<file path="src/rtl/clint_pkg.sv">
// clint_pkg: shared constants, types and helpers for the core-local interruptor.
//   CLINT_*          : byte offsets of the register regions
//   MAX_HARTS        : upper bound on harts served by one instance
//   clint_sel_e      : register-port decode result
//   strb_merge()     : byte-enable merge of a 64-bit write into an existing word
package clint_pkg;

   localparam logic [15:0] CLINT_MSIP_BASE     = 16'h0000;
   localparam logic [15:0] CLINT_MTIMECMP_BASE = 16'h4000;
   localparam logic [15:0] CLINT_MTIME         = 16'hBFF8;

   localparam int MAX_HARTS = 16;

   typedef enum logic [1:0] {
      SEL_NONE     = 2'd0,
      SEL_MSIP     = 2'd1,
      SEL_MTIMECMP = 2'd2,
      SEL_MTIME    = 2'd3
   } clint_sel_e;

   function automatic logic [63:0] strb_merge(input logic [63:0] old_word,
                                              input logic [63:0] new_word,
                                              input logic [7:0]  strb);
      logic [63:0] res;
      res = old_word;
      for (int i = 0; i < 8; i++) begin
         if (strb[i]) res[i*8 +: 8] = new_word[i*8 +: 8];
      end
      return res;
   endfunction

endpackage

</file>
<file path="src/rtl/clint_timebase.sv">
// clint_timebase: 64-bit mtime counter with tick prescaler and debug stop.
//   clk, rst      : clock, synchronous active-low reset
//   stop          : freeze prescaler and mtime
//   wr_en/wr_data : register-port write of mtime (overrides a same-cycle tick)
//   mtime         : current timer value
//   tick          : high in the cycle whose clock edge advances mtime
module clint_timebase #(
   parameter int TICK_DIV = 1
) (
   input  logic        clk,
   input  logic        rst,
   input  logic        stop,
   input  logic        wr_en,
   input  logic [63:0] wr_data,
   output logic [63:0] mtime,
   output logic        tick
);

   localparam int            PW         = (TICK_DIV > 1) ? $clog2(TICK_DIV) : 1;
   localparam logic [PW-1:0] PRESC_LAST = PW'(TICK_DIV - 1);

   logic [PW-1:0] presc;

   assign tick = !stop && (presc == PRESC_LAST);

   always_ff @(posedge clk) begin
      if (!rst) begin
         presc <= '0;
         mtime <= '0;
      end else begin
         // Prescaler keeps running through mtime writes; only stop holds it.
         if (!stop) presc <= tick ? '0 : presc + 1'b1;
         if (wr_en)     mtime <= wr_data;
         else if (tick) mtime <= mtime + 64'd1;
      end
   end

endmodule

</file>
<file path="src/rtl/clint_mh.sv">
// clint_mh: multi-hart core-local interruptor.
//   clk, rst                : clock, synchronous active-low reset
//   req_*                   : single-outstanding register request (valid/ready)
//   resp_*                  : registered response (rdata, err for unmapped offset)
//   mtime_stop              : debug freeze of the timebase
//   mtip[h], msip[h]        : raw timer / software pending bits per hart
// Map: msip[h] at 0x0000+4h (two harts per 64-bit word), mtimecmp[h] at
// 0x4000+8h, mtime at 0xBFF8. Address bits 2:0 are ignored.
module clint_mh
   import clint_pkg::*;
#(
   parameter int NUM_HARTS = 1,
   parameter int TICK_DIV  = 1,
   parameter int ADDR_W    = 16
) (
   input  logic                 clk,
   input  logic                 rst,
   input  logic                 req_valid,
   output logic                 req_ready,
   input  logic                 req_we,
   input  logic [ADDR_W-1:0]    req_addr,
   input  logic [63:0]          req_wdata,
   input  logic [7:0]           req_wstrb,
   output logic                 resp_valid,
   input  logic                 resp_ready,
   output logic [63:0]          resp_rdata,
   output logic                 resp_err,
   input  logic                 mtime_stop,
   output logic [NUM_HARTS-1:0] mtip,
   output logic [NUM_HARTS-1:0] msip
);

   localparam int                NUM_PAIRS   = (NUM_HARTS + 1) / 2;
   localparam logic [ADDR_W-1:0] MSIP_BASE_A = ADDR_W'(CLINT_MSIP_BASE);
   localparam logic [ADDR_W-1:0] MSIP_SPAN   = ADDR_W'(8 * NUM_PAIRS);
   localparam logic [ADDR_W-1:0] CMP_BASE_A  = ADDR_W'(CLINT_MTIMECMP_BASE);
   localparam logic [ADDR_W-1:0] CMP_SPAN    = ADDR_W'(8 * NUM_HARTS);
   localparam logic [ADDR_W-1:0] MTIME_A     = ADDR_W'(CLINT_MTIME);
   localparam logic [ADDR_W-1:0] WORD_MASK   = ~ADDR_W'(7);

   logic                 accept;
   logic                 wr_acc;
   logic [ADDR_W-1:0]    word_addr;
   logic [ADDR_W-1:0]    msip_off;
   logic [ADDR_W-1:0]    cmp_off;
   logic [2:0]           pair_idx;
   logic [3:0]           hart_idx;
   clint_sel_e           sel;

   logic [63:0]          mtimecmp [NUM_HARTS];
   logic [NUM_HARTS-1:0] msip_q;
   logic [NUM_HARTS-1:0] mtip_q;
   logic [MAX_HARTS-1:0] msip_pad;

   logic [63:0]          mtime;
   logic                 tick;
   logic                 mtime_wr;
   logic                 upd_q;

   logic [63:0]          msip_word;
   logic [63:0]          cmp_rd;
   logic [63:0]          rd_word;
   logic [63:0]          wr_word;

   assign req_ready = !resp_valid || resp_ready;
   assign accept    = req_valid && req_ready;
   assign wr_acc    = accept && req_we;

   assign word_addr = req_addr & WORD_MASK;
   // Offsets below a region base wrap to large values, so one unsigned
   // compare against the span covers both ends of the region.
   assign msip_off  = word_addr - MSIP_BASE_A;
   assign cmp_off   = word_addr - CMP_BASE_A;
   assign pair_idx  = 3'(msip_off >> 3);
   assign hart_idx  = 4'(cmp_off >> 3);

   always_comb begin
      sel = SEL_NONE;
      if (word_addr == MTIME_A)     sel = SEL_MTIME;
      else if (cmp_off < CMP_SPAN)  sel = SEL_MTIMECMP;
      else if (msip_off < MSIP_SPAN) sel = SEL_MSIP;
   end

   // Absent odd hart of the last msip pair reads as 0 through the padding.
   assign msip_pad  = MAX_HARTS'(msip_q);
   assign msip_word = {31'd0, msip_pad[{pair_idx, 1'b1}], 31'd0, msip_pad[{pair_idx, 1'b0}]};

   always_comb begin
      cmp_rd = '0;
      for (int h = 0; h < NUM_HARTS; h++) begin
         if (hart_idx == 4'(h)) cmp_rd = mtimecmp[h];
      end
   end

   always_comb begin
      rd_word = '0;
      case (sel)
         SEL_MSIP:     rd_word = msip_word;
         SEL_MTIMECMP: rd_word = cmp_rd;
         SEL_MTIME:    rd_word = mtime;
         default:      rd_word = '0;
      endcase
   end

   assign wr_word  = strb_merge(rd_word, req_wdata, req_wstrb);
   assign mtime_wr = wr_acc && (sel == SEL_MTIME);

   clint_timebase #(
      .TICK_DIV (TICK_DIV)
   ) u_timebase (
      .clk     (clk),
      .rst     (rst),
      .stop    (mtime_stop),
      .wr_en   (mtime_wr),
      .wr_data (wr_word),
      .mtime   (mtime),
      .tick    (tick)
   );

   always_ff @(posedge clk) begin
      if (!rst) begin
         for (int h = 0; h < NUM_HARTS; h++) mtimecmp[h] <= '1;
         msip_q <= '0;
      end else if (wr_acc) begin
         for (int h = 0; h < NUM_HARTS; h++) begin
            if (sel == SEL_MTIMECMP && hart_idx == 4'(h)) mtimecmp[h] <= wr_word;
            if (sel == SEL_MSIP && pair_idx == 3'(h / 2)) begin
               msip_q[h] <= (h % 2 == 1) ? wr_word[32] : wr_word[0];
            end
         end
      end
   end

   // The compare result can only change after mtime or an mtimecmp changed,
   // so the compare register is refreshed one cycle after such a change and
   // otherwise holds. Net latency from a write or tick is two cycles.
   always_ff @(posedge clk) begin
      if (!rst) begin
         upd_q  <= 1'b0;
         mtip_q <= '0;
      end else begin
         upd_q <= tick || (wr_acc && (sel == SEL_MTIME || sel == SEL_MTIMECMP));
         if (upd_q) begin
            for (int h = 0; h < NUM_HARTS; h++) mtip_q[h] <= (mtime >= mtimecmp[h]);
         end
      end
   end

   always_ff @(posedge clk) begin
      if (!rst) begin
         resp_valid <= 1'b0;
         resp_rdata <= '0;
         resp_err   <= 1'b0;
      end else if (accept) begin
         resp_valid <= 1'b1;
         resp_rdata <= req_we ? 64'd0 : rd_word;
         resp_err   <= (sel == SEL_NONE);
      end else if (resp_ready) begin
         resp_valid <= 1'b0;
      end
   end

   assign mtip = mtip_q;
   assign msip = msip_q;

endmodule
</file>
<file path="config.mk">
export PLATFORM = sky130hd
export DESIGN_NAME = clint_mh
export DESIGN_NICKNAME = d
export VERILOG_FILES = /design/src/rtl/clint_pkg.sv /design/src/rtl/clint_timebase.sv /design/src/rtl/clint_mh.sv
export SDC_FILE = /design/constraint.sdc
export NUM_CORES = 1
export LEC_CHECK = 0
export CAP_MARGIN = 10
export CORE_MARGIN = 2
export CORE_UTILIZATION = 55
export CTS_CLUSTER_SIZE = 25
export DETAILED_ROUTE_END_ITERATION = 6
export PLACE_DENSITY = 0.78
export SETUP_SLACK_MARGIN = 0.4
export SYNTH_ARGS = -nofsm -noshare
export SYNTH_HDL_FRONTEND = slang
export SYNTH_SLANG_ARGS = --single-unit
</file>
<file path="constraint.sdc">
create_clock -name clk -period 15.1 [get_ports clk]
set_input_delay 3.775 -clock clk [delete_from_list [all_inputs] [get_ports clk]]
set_output_delay 3.775 -clock clk [all_outputs]
set_load 0.01 [all_outputs]
</file>
# Yosys cells after proc, flatten, opt, wreduce, memory -nomap -nowiden
# Memory sizes are Yosys's and may differ from the RTL's.
# Index checks and enable logic that the tools add are counted.
# totals
ff_bits,134
ramBits,64
romBits,8
inputBits,94
output_inout_bits,69
elab_cells,71
memories,2
# mem_list
name,words,width,rd,rd_clocked_by_memory_dff,wr,line_no,rtl
mtimecmp,1,64,1,0,1,clint_mh.sv:50,logic [63:0] mtimecmp [NUM_HARTS];
(name not given),8,1,1,0,0,clint_mh.sv:86,"assign msip_word = {31'd0, msip_pad[{pair_idx, 1'b1}], 31'd0, msip_pad[{pair_idx, 1'b0}]};"
# classes
n_addsub,3
order_cmp,5
n_eq_ne,4
muxes,29
bitwise_logic,1
n_reduce_logical,19
# op_table
operator,count
64-bit 2-to-1 mux,5
64-bit case mux with 3 select lines,1
64-bit by 1-bit adder with 64-bit output (second input constant),1
64-bit greater-or-equal comparator,1
8-bit 2-to-1 mux,8
64-bit OR reduction,1
16-bit by 4-bit less-than comparator with 1-bit output (second input constant),2
16-bit by 15-bit subtractor with 16-bit output (second input constant),1
13-bit == test (second input constant),1
1-bit 2-to-1 mux,12
4-bit by 5-bit less-than comparator with 1-bit output (second input constant),2
1-bit logical AND,7
2-bit == test (second input constant),2
4-bit zero test,1
2-bit 2-to-1 mux,2
2-bit nonzero test,2
1-bit binary-select mux with 3-bit select,1
3-bit zero test,1
1-bit logical OR,3
2-bit by 1-bit == test with 1-bit output (second input constant),1
1-bit zero test,2
2-bit zero test,1
2-bit AND reduction,1
1-bit adder (second input constant),1
1-bit NOT,1

# Logic depth before layout (Yosys ltp)
# depth
word_depth,12
ltp_mapped,9
mapped_depth_nobuf,8

# Cells and area by module
# Synthesis repeated with hierarchy kept, for this count alone.
# hier_totals
hier_cells,1223
area_unflattened_um2,11538.6
# by_module_without_submodules
module,instances,cells_each,area_each_um2,seq_area_each_um2
clint_mh,1,766,7890.1,3303.2
clint_timebase,1,457,3648.5,1301.2

# Least setup slack after synthesis
# OpenSTA, ideal clock, no wires.
# synth_path
kind,input-to-reg
startpoint,in req_addr[4]
endpoint,mem mtimecmp[0][0] (enable)
setup_ns,0.574
arrival_time_ns,9.432
t_required_ns,14.526
setup_slack_ns,5.093
path_stages,6
path_buffers,2
path_cell_list,nor4_1 > and4_1 > clkbuf_1 > clkbuf_1 > inv_1 > o21ai_0
# synth_via
elab_chain_len,12
word_cells_on_any_way,16
classes_between,add/sub (1); order compare (2); eq/ne (2); mux (8); reduce/logical (3)
# synth_rtl
element,line_no,rtl
from (decl),clint_mh.sv:21,"input logic [ADDR_W-1:0] req_addr,"
16-bit by 15-bit subtractor with 16-bit output / 16-bit by 4-bit less-than comparator with 1-bit output (equally long branches),"clint_mh.sv:73, clint_mh.sv:81",
16-bit by 4-bit less-than comparator with 1-bit output / 1-bit 2-to-1 mux (equally long branches),"clint_mh.sv:80, clint_mh.sv:81",
2-bit 2-to-1 mux,clint_mh.sv:80,else if (cmp_off < CMP_SPAN) sel = SEL_MTIMECMP;
2-bit 2-to-1 mux,clint_mh.sv:79,if (word_addr == MTIME_A) sel = SEL_MTIME;
2-bit == test,clint_mh.sv:126,if (sel == SEL_MTIMECMP && hart_idx == 4'(h)) mtimecmp[h] <= wr_word;
1-bit logical AND *,clint_mh.sv:126,
1-bit 2-to-1 mux *,clint_mh.sv:126,
1-bit 2-to-1 mux *,clint_mh.sv:124,end else if (wr_acc) begin
1-bit 2-to-1 mux *,clint_mh.sv:121,if (!rst) begin
1-bit 2-to-1 mux (implied by the code) *,clint_mh.sv:126,
64-bit OR reduction (no source line),n/a,
1-bit 2-to-1 mux (no source line) *,n/a,
to (decl),clint_mh.sv:50,
# Every way passes the cells marked *; elsewhere a longest branch is shown, timed or not.

# Worst setup path in the final report
# layout_path
startpoint,in resp_ready
endpoint,out req_ready
# layout_via
elab_chain_len,1
# layout_rtl
element,line_no,rtl
from (decl),clint_mh.sv:25,"input logic resp_ready,"
1-bit logical OR,clint_mh.sv:65,assign req_ready = !resp_valid || resp_ready;
to (decl),clint_mh.sv:19,"output logic req_ready,"
# No other way between the ends.

==> summary.md <==
| Metric | Value |
|---|---|
| Final Hold Fails | 0 |
| Routed WL | 29,300 um |
| Die Area | 21,700 um^2 |
| Detailed-route DRC error count | 0 |
| Main synth FF type | dfxtp_1 |
| Post-place setup slack | 6.36 ns |
| Syn_area_per_cell | between 8 and 9 um^2 |
| Post-synth EDFFs | between 60 and 70 |
| Worst hold path class | reg2reg |
| Wire length per cell | 17.5 um |
| Hold endpoint | u_timebase.presc |
| FF-to-FF Start | u_timebase.mtime[3] |
| PostCTS Resize Cnt | 0 |
| Post-synth cell types | 56 |
| Max FO, Critical Path | 4 |
| TritonRoute pass-1 iters | 5 |
| Initial DRC count | about 700 |
| # Post-CTS Setup Buffers | 0 |
| Yosys reg bits | between 150 and 200 |
| Critical Path Source Type | primary input |
| Pwr/cell area | 80.9 nW/um^2 |
| Initial Utilization | about 56% |
| Hold Startpoint | u_timebase.presc |
| Clk buf depth | 2 |
| Io pins | 163 |
| Hold WS | 0.503 ns |
| Routed Antenna Nets | 0 |
| Antenna violations before repair | 0 |
| GRT Residual Overflow | 0 |
| CTS tree | done |
| Final setup skew | roughly 0.0096 ns |
| Total Routing Usage GR | between 20% and 30% |
| Arr. time, crit path | between 4 and 5 ns |
| Fin area | 13,600 um^2 |
| CTS root buffer | clkbuf_16 |
| Share of the synthesized area in the top cell type | a little under a quarter |
| VDD IR-drop max | 0.0751 mV |
| Pwr Total | 1.10 mW |
| Detail Placement HPWL | 19,600 um |
| Worst hold path depth | 1 |
| Reg-to-Reg End | u_timebase.mtime[58] |
| Antenna diodes | 0 |
| Seq/Total Area, Yosys | 40.9% |
| Type of the worst setup path | in2out |
| Dominant cells by area after synthesis | dfxtp_1, edfxtp_1, ha_1 |
| Worst-Margin Slew | around 1.1 ns |
| Via count | ~9,700 |
| CTS buffer count | 17 |
| Final setup vio count | 0 |
| Cts hold-fix bufs | 0 |
| Clk sinks | 198 |
| Gpl congestion | 0.860 |
| Setup TNS | 0 ns |
| Req. time, crit path | 11.32 ns |
| CTS clock-pin slew for the worst setup and hold paths | 0.07 ns |
| Layout area overhead | 21.1% |
| Cell with the most instances after synthesis | nand2_1 |
| Largest net degree at the start of global routing | 86 |
| Lkg Pwr | approximately 5.5 nW |
| Area leader, netlist | dfxtp_1 |
| Commonest cells in the netlist | nand2_1, dfxtp_1, inv_1 |
| Finished Layout Cells | 1,674 |
| FMAX | 114 MHz |
| Worst R2R Path Depth | 7 |
| Port bufs | 159 |
| Ys Warns | 0 |
| CTS HTree Levels | 4 |
| # nets final | 1,550 |
| Max transition margin | 26.8% |
| Row cnt | 52 |
| Max_cap viols | 0 |
| RSZ-0062 raised after global routing | false |
| Synth async-reset ratio | 0% |
| R2R setup slack | 12.22 ns |
| Status | complete, no violations |
| Slew Limit Fails | 0 |
| CP Capture Type | primary output |
| Via-to-Cell Ratio | 5.78 |
| Final worst setup slack | 6.36 ns |
| Post-Syn Nets | 1,435 |
| Fillers | roughly 1,700 |
| Gate Count Post-Synth | 1,276 |
| Tmin final | ~9 ns |
| Die Y | 147 um |
| Placed Cells | 1,642 |
| Clk_lat worst skew | approximately 0.45 ns |
| Core region area | 20,200 um^2 |
| Layout cell share with drive strength beyond 1 | 6.77% |
| Die Wd | between 100 and 150 um |
| Final Util | 67.7% |
| Vias in the first global route | 9,519 |
| Mapped Area | 11,300 um^2 |
| Cell Area, Placed | 13,000 um^2 |
| First-pass GRT wire length | 47,500 um |
| Fin crit share | 57.9% |
[state kept, by name, indices dropped and copies added, names as in the netlist]
| signal | count |
|---|---|
| mtimecmp | 64 |
| u_timebase.presc | 1 |
| resp_rdata | 64 |
| resp_valid | 1 |
| resp_err | 1 |
| u_timebase.mtime | 64 |
| msip | 1 |
| upd_q | 1 |
| mtip | 1 |
[critical path, cell delays in order]
cell and delay [ns]:
clkdlybuf4s50_1 0.45, nand2b_1 0.18, clkdlybuf4s50_1 0.56
[routing by layer]
layer	vias to the layer above	GRT usage, %	share of wire, %
li1	4708	-	-
met1	4592	35.1	44
met2	327	47.2	48
met3	45	3.94	5.8
met4	0	9.04	2.0
met5	-	0	0
[placed cells by master, fill, tap and decap left out, types with 5 or more instances in the layout]
cell	count
nor2b_1	13
ha_1	65
and2_1	58
inv_1	126
buf_4	11
nand3_1	35
a22o_1	5
o22ai_1	16
clkdlybuf4s50_1	158
nand4_1	34
clkbuf_16	17
a21oi_1	63
mux2i_1	32
mux2_2	34
and4_1	9
nor2_1	21
a22oi_1	65
xor2_1	42
edfxtp_1	64
dfxtp_1	134
nand2b_1	30
and3_1	13
nand2_1	136
xnor2_1	21
nor4_1	9
nor3_1	9
o21ai_0	112
[worst max path at each step]
stage,slack [ns],start,depth (start not counted),endpoint
after global placement,6.38,resp_ready,3,req_ready
after CTS,6.36,resp_ready,3,req_ready
after global routing,6.31,resp_ready,3,req_ready
after detailed placement,6.36,resp_ready,3,req_ready
after floorplan,5.09,req_addr[4],6,mtimecmp[0][0]
final,6.36,resp_ready,3,req_ready
[cell families (layout without fill, tap and decap cells)]
kind of cell             Yosys count  count (layout)  share of synthesized area [%]
AO/OA/AOI/OAI                    292             292                           15.6
AND/OR/NAND/NOR                  392             392                           18.5
buffers and inverters            200             328                           6.72
multiplexers                      66              66                           6.24
adder cells (fa/ha/maj)           65              65                           7.22
flip-flops                       198             198                           40.9
XOR/XNOR                          63              63                           4.90
[report_power, final]
| part | internal (mW) | switching [mW] | total, mW |
|---|---|---|---|
| Sequential | 0.551 | 0.00253 | 0.554 |
| Combinational | 0.0375 | 0.0386 | 0.0761 |
| Clock | 0.262 | 0.212 | 0.475 |
| Total | 0.851 | 0.253 | 1.10 |
[cell type report]
cell class | count | area, um^2 | area share (%)
multi-input cells | 878 | 5960 | 43.7
flip-flops and latches | 198 | 4600 | 33.7
repair buffers | 170 | 1670 | 12.2
inverters | 126 | 473 | 3.47
clock buffers | 18 | 429 | 3.14
well taps | 270 | 338 | 2.48
clock inverters | 14 | 174 | 1.27
Power figures use the tool's default switching activity.
